===== src/rtl/spad_port_arbiter_if.sv =====
// Requester-side bus of the scratchpad port arbiter: request handshake plus
// per-requester read return lanes, all flattened with requester i at lane i.
interface spad_port_arbiter_if #(
   parameter int N_REQ      = 4,
   parameter int DATA_WIDTH = 128,
   parameter int ADDR_WIDTH = 6
);
   logic [N_REQ-1:0]            req_valid;
   logic [N_REQ-1:0]            req_ready;
   logic [N_REQ-1:0]            req_we;
   logic [N_REQ*ADDR_WIDTH-1:0] req_addr;
   logic [N_REQ*DATA_WIDTH-1:0] req_wdata;
   logic [N_REQ-1:0]            rsp_valid;
   logic [N_REQ*DATA_WIDTH-1:0] rsp_data;

   modport master (
      output req_valid, req_we, req_addr, req_wdata,
      input  req_ready, rsp_valid, rsp_data
   );

   modport slave (
      input  req_valid, req_we, req_addr, req_wdata,
      output req_ready, rsp_valid, rsp_data
   );
endinterface


===== src/rtl/spad_port_arbiter.sv =====
// Round-robin sharing of the two scratchpad RAM ports between N_REQ requesters,
// up to two grants per cycle, never pairing a write with a same-address access.
module spad_port_arbiter #(
   parameter int N_REQ      = 4,
   parameter int DATA_WIDTH = 128,
   parameter int ADDR_WIDTH = 6
) (
   input  logic                  clk,
   input  logic                  rst_n,
   spad_port_arbiter_if.slave    bus,
   output logic                  ram_we1,
   output logic                  ram_we2,
   output logic [ADDR_WIDTH-1:0] ram_addr1,
   output logic [ADDR_WIDTH-1:0] ram_addr2,
   output logic [DATA_WIDTH-1:0] ram_din1,
   output logic [DATA_WIDTH-1:0] ram_din2,
   input  logic [DATA_WIDTH-1:0] ram_dout1,
   input  logic [DATA_WIDTH-1:0] ram_dout2
);
   localparam int IW = $clog2(N_REQ);
   typedef logic [IW-1:0] idx_t;

   function automatic idx_t wrap_idx(input idx_t base, input int off);
      int sum_v;
      sum_v = 32'(base) + off;
      if (sum_v >= N_REQ) begin
         sum_v = sum_v - N_REQ;
      end else begin
         sum_v = sum_v;
      end
      return idx_t'(sum_v);
   endfunction

   logic [ADDR_WIDTH-1:0] addr_s  [N_REQ];
   logic [DATA_WIDTH-1:0] wdata_s [N_REQ];
   logic [N_REQ-1:0]      ready_s;
   logic [N_REQ-1:0]      rsp_valid_s;

   idx_t ptr_r;
   idx_t scan_idx_s;
   idx_t a_idx_s;
   idx_t b_idx_s;
   logic a_found_s;
   logic b_found_s;
   logic grant_a_s;
   logic grant_b_s;

   // Read-return tags: one per RAM port, lined up with the RAM's registered read data.
   logic tag1_v_r;
   logic tag2_v_r;
   idx_t tag1_idx_r;
   idx_t tag2_idx_r;

   for (genvar g = 0; g < N_REQ; g++) begin : g_lane
      assign addr_s[g]  = bus.req_addr[g*ADDR_WIDTH +: ADDR_WIDTH];
      assign wdata_s[g] = bus.req_wdata[g*DATA_WIDTH +: DATA_WIDTH];
      assign ready_s[g] = (grant_a_s && (a_idx_s == idx_t'(g)))
                       || (grant_b_s && (b_idx_s == idx_t'(g)));
      assign rsp_valid_s[g] = rst_n && ((tag1_v_r && (tag1_idx_r == idx_t'(g)))
                                     || (tag2_v_r && (tag2_idx_r == idx_t'(g))));
      assign bus.rsp_data[g*DATA_WIDTH +: DATA_WIDTH] =
         (tag2_v_r && (tag2_idx_r == idx_t'(g))) ? ram_dout2 : ram_dout1;
   end

   // Priority scan from ptr: first valid wins port 1, first later non-conflicting one wins port 2.
   always_comb begin
      a_found_s  = 1'b0;
      a_idx_s    = '0;
      b_found_s  = 1'b0;
      b_idx_s    = '0;
      scan_idx_s = '0;
      for (int k = 0; k < N_REQ; k++) begin
         scan_idx_s = wrap_idx(ptr_r, k);
         if (bus.req_valid[scan_idx_s] && !a_found_s) begin
            a_found_s = 1'b1;
            a_idx_s   = scan_idx_s;
         end else if (bus.req_valid[scan_idx_s] && !b_found_s
                      && !((addr_s[scan_idx_s] == addr_s[a_idx_s])
                           && (bus.req_we[scan_idx_s] || bus.req_we[a_idx_s]))) begin
            b_found_s = 1'b1;
            b_idx_s   = scan_idx_s;
         end else begin
            b_found_s = b_found_s;
         end
      end
   end

   assign grant_a_s = a_found_s && rst_n;
   assign grant_b_s = b_found_s && rst_n;

   assign bus.req_ready = ready_s;
   assign bus.rsp_valid = rsp_valid_s;

   // An idle port 2 mirrors port 1's address/data so its pins do not toggle.
   assign ram_we1   = grant_a_s && bus.req_we[a_idx_s];
   assign ram_addr1 = addr_s[a_idx_s];
   assign ram_din1  = wdata_s[a_idx_s];
   assign ram_we2   = grant_b_s && bus.req_we[b_idx_s];
   assign ram_addr2 = grant_b_s ? addr_s[b_idx_s]  : addr_s[a_idx_s];
   assign ram_din2  = grant_b_s ? wdata_s[b_idx_s] : wdata_s[a_idx_s];

   // Round-robin pointer and read tags; reset drops any read still in flight.
   always_ff @(posedge clk) begin
      if (!rst_n) begin
         ptr_r      <= '0;
         tag1_v_r   <= 1'b0;
         tag1_idx_r <= '0;
         tag2_v_r   <= 1'b0;
         tag2_idx_r <= '0;
      end else begin
         if (grant_b_s) begin
            ptr_r <= wrap_idx(b_idx_s, 1);
         end else if (grant_a_s) begin
            ptr_r <= wrap_idx(a_idx_s, 1);
         end else begin
            ptr_r <= ptr_r;
         end
         tag1_v_r   <= grant_a_s && !bus.req_we[a_idx_s];
         tag1_idx_r <= a_idx_s;
         tag2_v_r   <= grant_b_s && !bus.req_we[b_idx_s];
         tag2_idx_r <= b_idx_s;
      end
   end
endmodule

===== src/flat_wrapper.sv =====
// flat-port wrapper written by rule: the top's interface ports become plain ports
module spad_port_arbiter_flat 
#(
   parameter int N_REQ      = 4,
   parameter int DATA_WIDTH = 128,
   parameter int ADDR_WIDTH = 6
)
  (clk, rst_n, ram_we1, ram_we2, ram_addr1, ram_addr2, ram_din1, ram_din2, ram_dout1, ram_dout2, bus_req_valid, bus_req_we, bus_req_addr, bus_req_wdata, bus_req_ready, bus_rsp_valid, bus_rsp_data);
  spad_port_arbiter_if #(.N_REQ(N_REQ), .DATA_WIDTH(DATA_WIDTH), .ADDR_WIDTH(ADDR_WIDTH)) bus_i ();
  input  logic clk;
  input  logic rst_n;
  output logic ram_we1;
  output logic ram_we2;
  output logic [ADDR_WIDTH-1:0] ram_addr1;
  output logic [ADDR_WIDTH-1:0] ram_addr2;
  output logic [DATA_WIDTH-1:0] ram_din1;
  output logic [DATA_WIDTH-1:0] ram_din2;
  input  logic [DATA_WIDTH-1:0] ram_dout1;
  input  logic [DATA_WIDTH-1:0] ram_dout2;
  input wire logic [$bits(bus_i.req_valid)-1:0] bus_req_valid;
  input wire logic [$bits(bus_i.req_we)-1:0] bus_req_we;
  input wire logic [$bits(bus_i.req_addr)-1:0] bus_req_addr;
  input wire logic [$bits(bus_i.req_wdata)-1:0] bus_req_wdata;
  output wire logic [$bits(bus_i.req_ready)-1:0] bus_req_ready;
  output wire logic [$bits(bus_i.rsp_valid)-1:0] bus_rsp_valid;
  output wire logic [$bits(bus_i.rsp_data)-1:0] bus_rsp_data;
  assign bus_i.req_valid = bus_req_valid;
  assign bus_i.req_we = bus_req_we;
  assign bus_i.req_addr = bus_req_addr;
  assign bus_i.req_wdata = bus_req_wdata;
  assign bus_req_ready = bus_i.req_ready;
  assign bus_rsp_valid = bus_i.rsp_valid;
  assign bus_rsp_data = bus_i.rsp_data;
  spad_port_arbiter #(.N_REQ(N_REQ), .DATA_WIDTH(DATA_WIDTH), .ADDR_WIDTH(ADDR_WIDTH)) u_core (.clk(clk), .rst_n(rst_n), .bus(bus_i), .ram_we1(ram_we1), .ram_we2(ram_we2), .ram_addr1(ram_addr1), .ram_addr2(ram_addr2), .ram_din1(ram_din1), .ram_din2(ram_din2), .ram_dout1(ram_dout1), .ram_dout2(ram_dout2));
endmodule

===== config.mk =====
export PLATFORM = sky130hd
export DESIGN_NAME = spad_port_arbiter_flat
export DESIGN_NICKNAME = d
export VERILOG_FILES = /design/src/rtl/spad_port_arbiter_if.sv /design/src/rtl/spad_port_arbiter.sv /design/src/flat_wrapper.sv
export SDC_FILE = /design/constraint.sdc
export NUM_CORES = 1
export LEC_CHECK = 0
export CORE_AREA = 2 2 612 614
export CTS_CLUSTER_SIZE = 12
export DETAILED_ROUTE_END_ITERATION = 7
export DIE_AREA = 0 0 614 616
export PLACE_DENSITY = 0.3
export RECOVER_POWER = 25
export SYNTH_ARGS = -nofsm -noshare
export SYNTH_HDL_FRONTEND = slang
export SYNTH_SLANG_ARGS = --single-unit

===== constraint.sdc =====
create_clock -name clk -period 4.7 [get_ports clk]
set_clock_uncertainty 0.05 [all_clocks]
set_input_delay 0.47 -clock clk [delete_from_list [all_inputs] [get_ports clk]]
set_output_delay 0.47 -clock clk [all_outputs]
set_load 0.1 [all_outputs]

## Yosys cells after proc, flatten, opt, wreduce, memory -nomap -nowiden

Index checks and enable logic that the tools add are counted.

| cells by class | value |
|---|---|
| add/sub/neg operators | 11 |
| $lt $le $gt $ge | 24 |
| eq/ne operators | 16 |
| multiplexer cells | 97 |
| bitwise gates (word level) | 9 |
| reductions and logical operators | 69 |

Operator list:

| operator | count |
|---|---|
| two-way mux 128 bit | 9 |
| binary-select mux 128 bit (select 2 bit) | 2 |
| two-way mux 6 bit | 19 |
| binary-select mux 6 bit (select 2 bit) | 9 |
| >= comparator 3 bit (second input constant) | 14 |
| logical AND 1 bit | 40 |
| two-way mux 2 bit | 20 |
| less-than comparator 2 x 3 -> 1 bit (second input constant) | 9 |
| NOT 2 -> 3 bit | 9 |
| binary-select mux 1 bit (select 2 bit) | 13 |
| two-way mux 1 bit | 25 |
| equality test 6 bit | 4 |
| equality test 2 bit (second input constant) | 8 |
| logical NOT 1 bit | 12 |
| logical OR 1 bit | 12 |
| subtractor 2 x 1 -> 2 bit (second input constant) | 6 |
| adder 2 x 1 -> 3 bit (second input constant) | 3 |
| equality test 2 x 1 -> 1 bit (second input constant) | 4 |
| logical NOT 2 bit | 4 |
| adder 2 x 2 -> 3 bit (second input constant) | 2 |
| >= comparator 2 x 3 -> 1 bit (second input constant) | 1 |
| nonzero test 2 bit | 1 |

| word-level totals | value |
|---|---|
| bits in registers | 8 |
| output and inout bits | 790 |

## Logic depth before layout (Yosys ltp)

| logic depth | value |
|---|---|
| word-level depth | 32 |
| gate-level depth with buffers | 17 |
| depth with buffers taken out | 11 |

## Worst setup path after synthesis

Ideal clock, no wire load.

| timing | value |
|---|---|
| kind | register to output |
| from | register u_core.ptr_r[1] |
| to | output ram_addr2[0] |
| arrival time | 5910 ps |
| setup slack | -1730 ps |
| cell stages (with the launch flop) | 15 |
| path buffers | 7 |
| path through | dfxtp_1 buf_2 buf_2 buf_2 buf_2 a21oi_1 o21a_1 o21ai_1 clkbuf_1 clkbuf_1 clkbuf_1 a211oi_1 a31oi_1 nor2_1 a31oi_1 |

| on the way | value |
|---|---|
| elaborated cells between the ends (all ways) | 130 |
| those cells by class | add/sub (7); order compare (4); eq/ne (4); mux (77); bitwise (9); reduce/logical (29) |

RTL lines:

| what | line | text |
|---|---|---|
| start: declaration | spad_port_arbiter.sv:39 | `idx_t ptr_r;` |
| start signal: assignment | spad_port_arbiter.sv:112 | `ptr_r <= wrap_idx(b_idx_s, 1);` |
| start signal: assignment | spad_port_arbiter.sv:114 | `ptr_r <= wrap_idx(a_idx_s, 1);` |
| start signal: assignment | spad_port_arbiter.sv:116 | `ptr_r <= ptr_r;` |
| parallel branches: the longest is 13 deep, another holds adder 2 x 1 -> 3 bit | n/a |  |
| two-way mux 2 bit (*) | spad_port_arbiter.sv:74 | `if (bus.req_valid[scan_idx_s] && !a_found_s) begin` |
| NOT 2 -> 3 bit (*) | n/a |  |
| binary-select mux 6 bit (select 2 bit) (*) | n/a |  |
| two-way mux 6 bit (*) (2 in a row) | n/a |  |
| net ram_addr1[0] | flat_wrapper.sv:14 | `output logic [ADDR_WIDTH-1:0] ram_addr1;` |
| two-way mux 6 bit (*) | spad_port_arbiter.sv:99 | `assign ram_addr2 = grant_b_s ? addr_s[b_idx_s] : addr_s[a_idx_s];` |
| end: declaration | flat_wrapper.sv:15 | `output logic [ADDR_WIDTH-1:0] ram_addr2;` |

Mark *: on every way through the listed nets, which the timed path passes. The select of a mux whose other input is x is not followed.

## Final worst setup path

| timing | value |
|---|---|
| from | register u_core.ptr_r[0] |
| to | output ram_din2[12] |

| on the way | value |
|---|---|
| word-level cells in the longest chain between the ends | 32 |
| elaborated cells between the ends (all ways) | 130 |
| those cells by class | add/sub (7); order compare (4); eq/ne (4); mux (77); bitwise (9); reduce/logical (29) |

RTL lines:

| what | line | text |
|---|---|---|
| >= comparator 2 x 3 -> 1 bit / subtractor 2 x 1 -> 2 bit (equally long branches) | spad_port_arbiter.sv:26, spad_port_arbiter.sv:27 |  |
| two-way mux 2 bit | spad_port_arbiter.sv:26 | `if (sum_v >= N_REQ) begin` |
| NOT 2 -> 3 bit (not written as such) | spad_port_arbiter.sv:78 | `&& !((addr_s[scan_idx_s] == addr_s[a_idx_s])` |
| binary-select mux 6 bit (select 2 bit) | spad_port_arbiter.sv:78 |  |
| two-way mux 6 bit (not written as such) (2 in a row) | spad_port_arbiter.sv:78 |  |
| equality test 6 bit | spad_port_arbiter.sv:78 |  |
| logical AND 1 bit | spad_port_arbiter.sv:79 | `&& (bus.req_we[scan_idx_s] \|\| bus.req_we[a_idx_s]))) begin` |
| logical NOT 1 bit | spad_port_arbiter.sv:78 |  |
| [... 14 more ...] | n/a |  |
| logical AND 1 bit | spad_port_arbiter.sv:77 | `end else if (bus.req_valid[scan_idx_s] && !b_found_s` |
| logical AND 1 bit | spad_port_arbiter.sv:78 |  |
| two-way mux 2 bit | spad_port_arbiter.sv:77 |  |
| two-way mux 2 bit | spad_port_arbiter.sv:74 |  |
| NOT 2 -> 3 bit (not written as such) | spad_port_arbiter.sv:100 | `assign ram_din2 = grant_b_s ? wdata_s[b_idx_s] : wdata_s[a_idx_s];` |
| binary-select mux 128 bit (select 2 bit) | spad_port_arbiter.sv:100 |  |
| two-way mux 128 bit (not written as such) (2 in a row) | spad_port_arbiter.sv:100 |  |
| two-way mux 128 bit (*) | spad_port_arbiter.sv:100 |  |
| end: declaration | flat_wrapper.sv:17 | `output logic [DATA_WIDTH-1:0] ram_din2;` |

Mark *: on every way between the ends. The rest lies on a longest branch, timed or not. The select of a mux whose other input is x is not followed.

==> results.yml <==
logic_synthesis:
  synthXorXnorAreaFrac_pct: 0.656
  synth_async_sr_flop_share_pct: 0
  synth_area_leaders: "mux2_2, o31ai_1, a221oi_1"
  synth_area_leader_cell: "mux2_2"
  synth_warnings: 0
  synth_nets: 3673
  ys_ff_latch: 8
  synth_edf_count: 0
  synthSimpleGateAreaFrac_pct: 19.0
  seq_area_frac_synth_pct: 0.750
  synth_top_family_by_area: "multiplexers"
  synth_top_area_share_pct: 31.9
  syn_inst: 2871
  synth_area_per_cell_um2: 7.44
  synth_ff_type: "dfxtp_1"
  synthMuxAreaShare_pct: 38.5
  netlist_area_um2: 21400
  synth_cell_types: 80
  synth_compound_area_share_pct: 33.8
  synth_fa_ha_area_share_pct: 0.0469
flow_run:
  max_cap_viol_count: 0
timing:
  whs_ns: 0.624
  period_minus_slack_ns: 4.89
  setup_ws_ns: -0.191
  drv_slew: 0
  fin_tns_setup_ns: -13.17
  worst_pin_slew_ns: 1.19
  finalCritPeriodShare_pct: 104
  setup_viol: 132
  rsz0062_at_grt: "yes"
  relSlewSlack_pct: 20.5
  clock.fmax_mhz: 204
  hold_viol_final: 0
clock_network:
  cts_tree: "yes"
  cts_sinks: 8
  ctsHoldBuffers: 0
  clk_pin_slew_ns: 0.04
  clock_path_buffers: 2
  root_buffer: "clkbuf_16"
  numCtsBuffers: 3
  htree_levels: 1
  insertion_delay_ns: 0.25
global_routing:
  overflow: 0
  groute.usage.overall_pct: 16.6
  antenna_found_initial: 160
  grt_pass1_vias: 34504
  grt_use_met3_pct: 2.43
  grt_max_degree: 106
  grt_util_met1_pct: 16.7
  met2_usage_pct: 33.2
  grt_most_used_layer: "met2"
  grt_pass1_wl_mm: 410
worst_setup_path:
  r2r-end: "u_core.tag2_v_r"
  r2r_setup_slack_ns: 0.73
  critPathLaunch: "u_core.ptr_r[0]"
  cp_top_family: "buffers and inverters"
  cp_slowest_cell: "or3_4"
  crit_fanout: 7
  crit_arrival_ns: 4.37
  cpMostUsedCell: "buf_12"
  required_ns: 4.18
  crit_buf_inv: 8
  crit_type: "reg2out"
  startpoint_type: "flop"
  reg2reg_from: "u_core.ptr_r[0]"
  worstPathCellList: "buf_12, buf_16, mux2_4, nor3b_2, a31oi_1, and2_1, or3_4, o31a_1, buf_6, nor4_4, buf_4, o22ai_4, buf_12, buf_12, buf_16, a211o_1, a21oi_4, buf_12"
  cp-end-kind: "primary output"
  slowest_delay_ns: 0.42
  r2r_cells: 16
placed_design:
  portBuffers: 1591
  dp_cells: 9517
  place.gp.congestion: 0.880
  pre_cts_ws_ns: -1.03
  place_area_um2: 51600
  place_hpwl_mm: 276
pwr:
  power_mw: 50.3
  power.density_nw_per_um2: 906
  ir_drop_v: 0.000478
  p_comb_share_pct: 99.4
  p_clk_share_pct: 0.3
  switching_share_pct: 65.4
  p_int_mw: 17.4
  power_leakage_nw: 19.7
  net-switching-power_mw: 32.9
  seqPwrFrac_pct: 0.3
drt:
  viasPerCell: 3.54
  routed_wl_mm: 335
  drt_pass1_iterations: 7
  remaining_drc_errors: 0
  ant_nets: 0
  drtIter0Drc: 2137
  routedWlPerCell_um: 34.3
  num_vias: 34597
worst_hold_path:
  holdCritPathClass: "in2reg"
  holdPathEnd: "u_core.ptr_r[0]"
  worstHoldStart: "bus_req_valid[0]"
  min_path_cells: 5
floorplanning:
  start_util_pct: 5.75
  rows: 224
  fp.dieArea_um2: 378000
  io-pin-count: 1592
  die_x_um: 614
  fp.dieH_um: 616
  core_um2: 371000
finish:
  nFillCells: 41894
  fin_cells: 9764
  area_growth_pct: 160
  multi_input_area_um2: 24300
  seq_area_um2: 168
  drive_gt1_share_pct: 50.5
  layout_common_cells: "clkdlybuf4s50_1, buf_4, mux2_2"
  nets: 5491
  fin_area_um2: 55500
  final_common_cell: "clkdlybuf4s50_1"
  fin_util_pct: 14.9
run_status:
  violations: "setup timing"
  status: "finished, violations left"
-- sequential cells by signal (all words and copies together) (netlist names) --
name               cells
u_core.ptr_r           2
u_core.tag2_idx_r      2
u_core.tag1_v_r        1
u_core.tag2_v_r        1
u_core.tag1_idx_r      2
-- power by group through the flow --
| stage | registers (mW) | logic, mW | clock network [mW] |
|---|---|---|---|
| after global routing | 0.141 | 51.6 | 0.193 |
| after detailed placement | 0.132 | 46.7 | 0 |
| final | 0.135 | 50.0 | 0.173 |
| after CTS | 0.135 | 49.5 | 0.198 |
| after global placement | 0.131 | 46.8 | 0 |
| after floorplan | 0.111 | 27.6 | 0 |
-- layer usage --
metal,wire (um),up-vias
li1,-,15098
met1,115000,17527
met2,187000,1539
met3,17300,387
met4,15700,46
met5,335,-
-- kinds of logic after synthesis --
kind of cell             after synthesis
AO/OA/AOI/OAI                        941
XOR/XNOR                              16
adder cells (fa/ha/maj)                1
buffers and inverters                373
flip-flops                             8
multiplexers                         726
AND/OR/NAND/NOR                      806
-- how the worst max path moves through the flow --
stage	end	slack, ns	depth (start not counted)
floorplan	bus_req_ready[2]	-0.34	8
detailed placement	ram_din2[91]	-1.03	15
global placement	ram_din2[46]	-1.16	16
finish	ram_din2[12]	-0.19	18
CTS	ram_din2[105]	-0.26	18
global route	ram_din2[12]	-0.35	18
-- what timing repair did --
action                                  in CTS  in global routing
gates resized for setup                    227                128
endpoints found under the setup margin     140                138
pin swaps                                  122                 93
cloned                                      23                 18
setup buffers                               77                 36
endpoints found under the hold margin        0                  0
-- worst min-delay path: stages --
cell     delay (ns)
buf_2          0.12
buf_4          0.13
nor2_1         0.05
nand2_1        0.06
a21oi_1        0.06
-- final cells by class --
cell class	instances	area share [%]
clock buffers	4	0.142
well taps	4972	11.2
inverters	7	0.0564
repair buffers	2176	44.1
multi-input cells	2493	43.7
diodes	104	0.469
flip-flops and latches	8	0.302
-- Yosys cell counts (4+ instances only) --
master       n
mux2_2     605
nor2_1     281
clkbuf_1   277
o31ai_1    222
a21oi_1    191
nand2_1    143
a221oi_1   142
or3_1      136
mux2i_1    104
nand3b_1    93
a211o_1     87
buf_2       61
a211oi_1    56
a31oi_1     56
and2_1      54
nor3_1      53
o2bb2ai_1   51
a221oi_2    38
o21ai_0     22
mux4_2      16
o211ai_1    15
buf_1       14
xnor2_1     14
nand3_1     12
buf_4        9
dfxtp_1      8
inv_1        6
nor2b_1      6
o22ai_1      6
and3_1       5
buf_6        5
nand2b_1     5
nor3b_1      5
nand4_1      4
o21a_1       4
o21ai_2      4
Power figures use the tool's default switching activity.
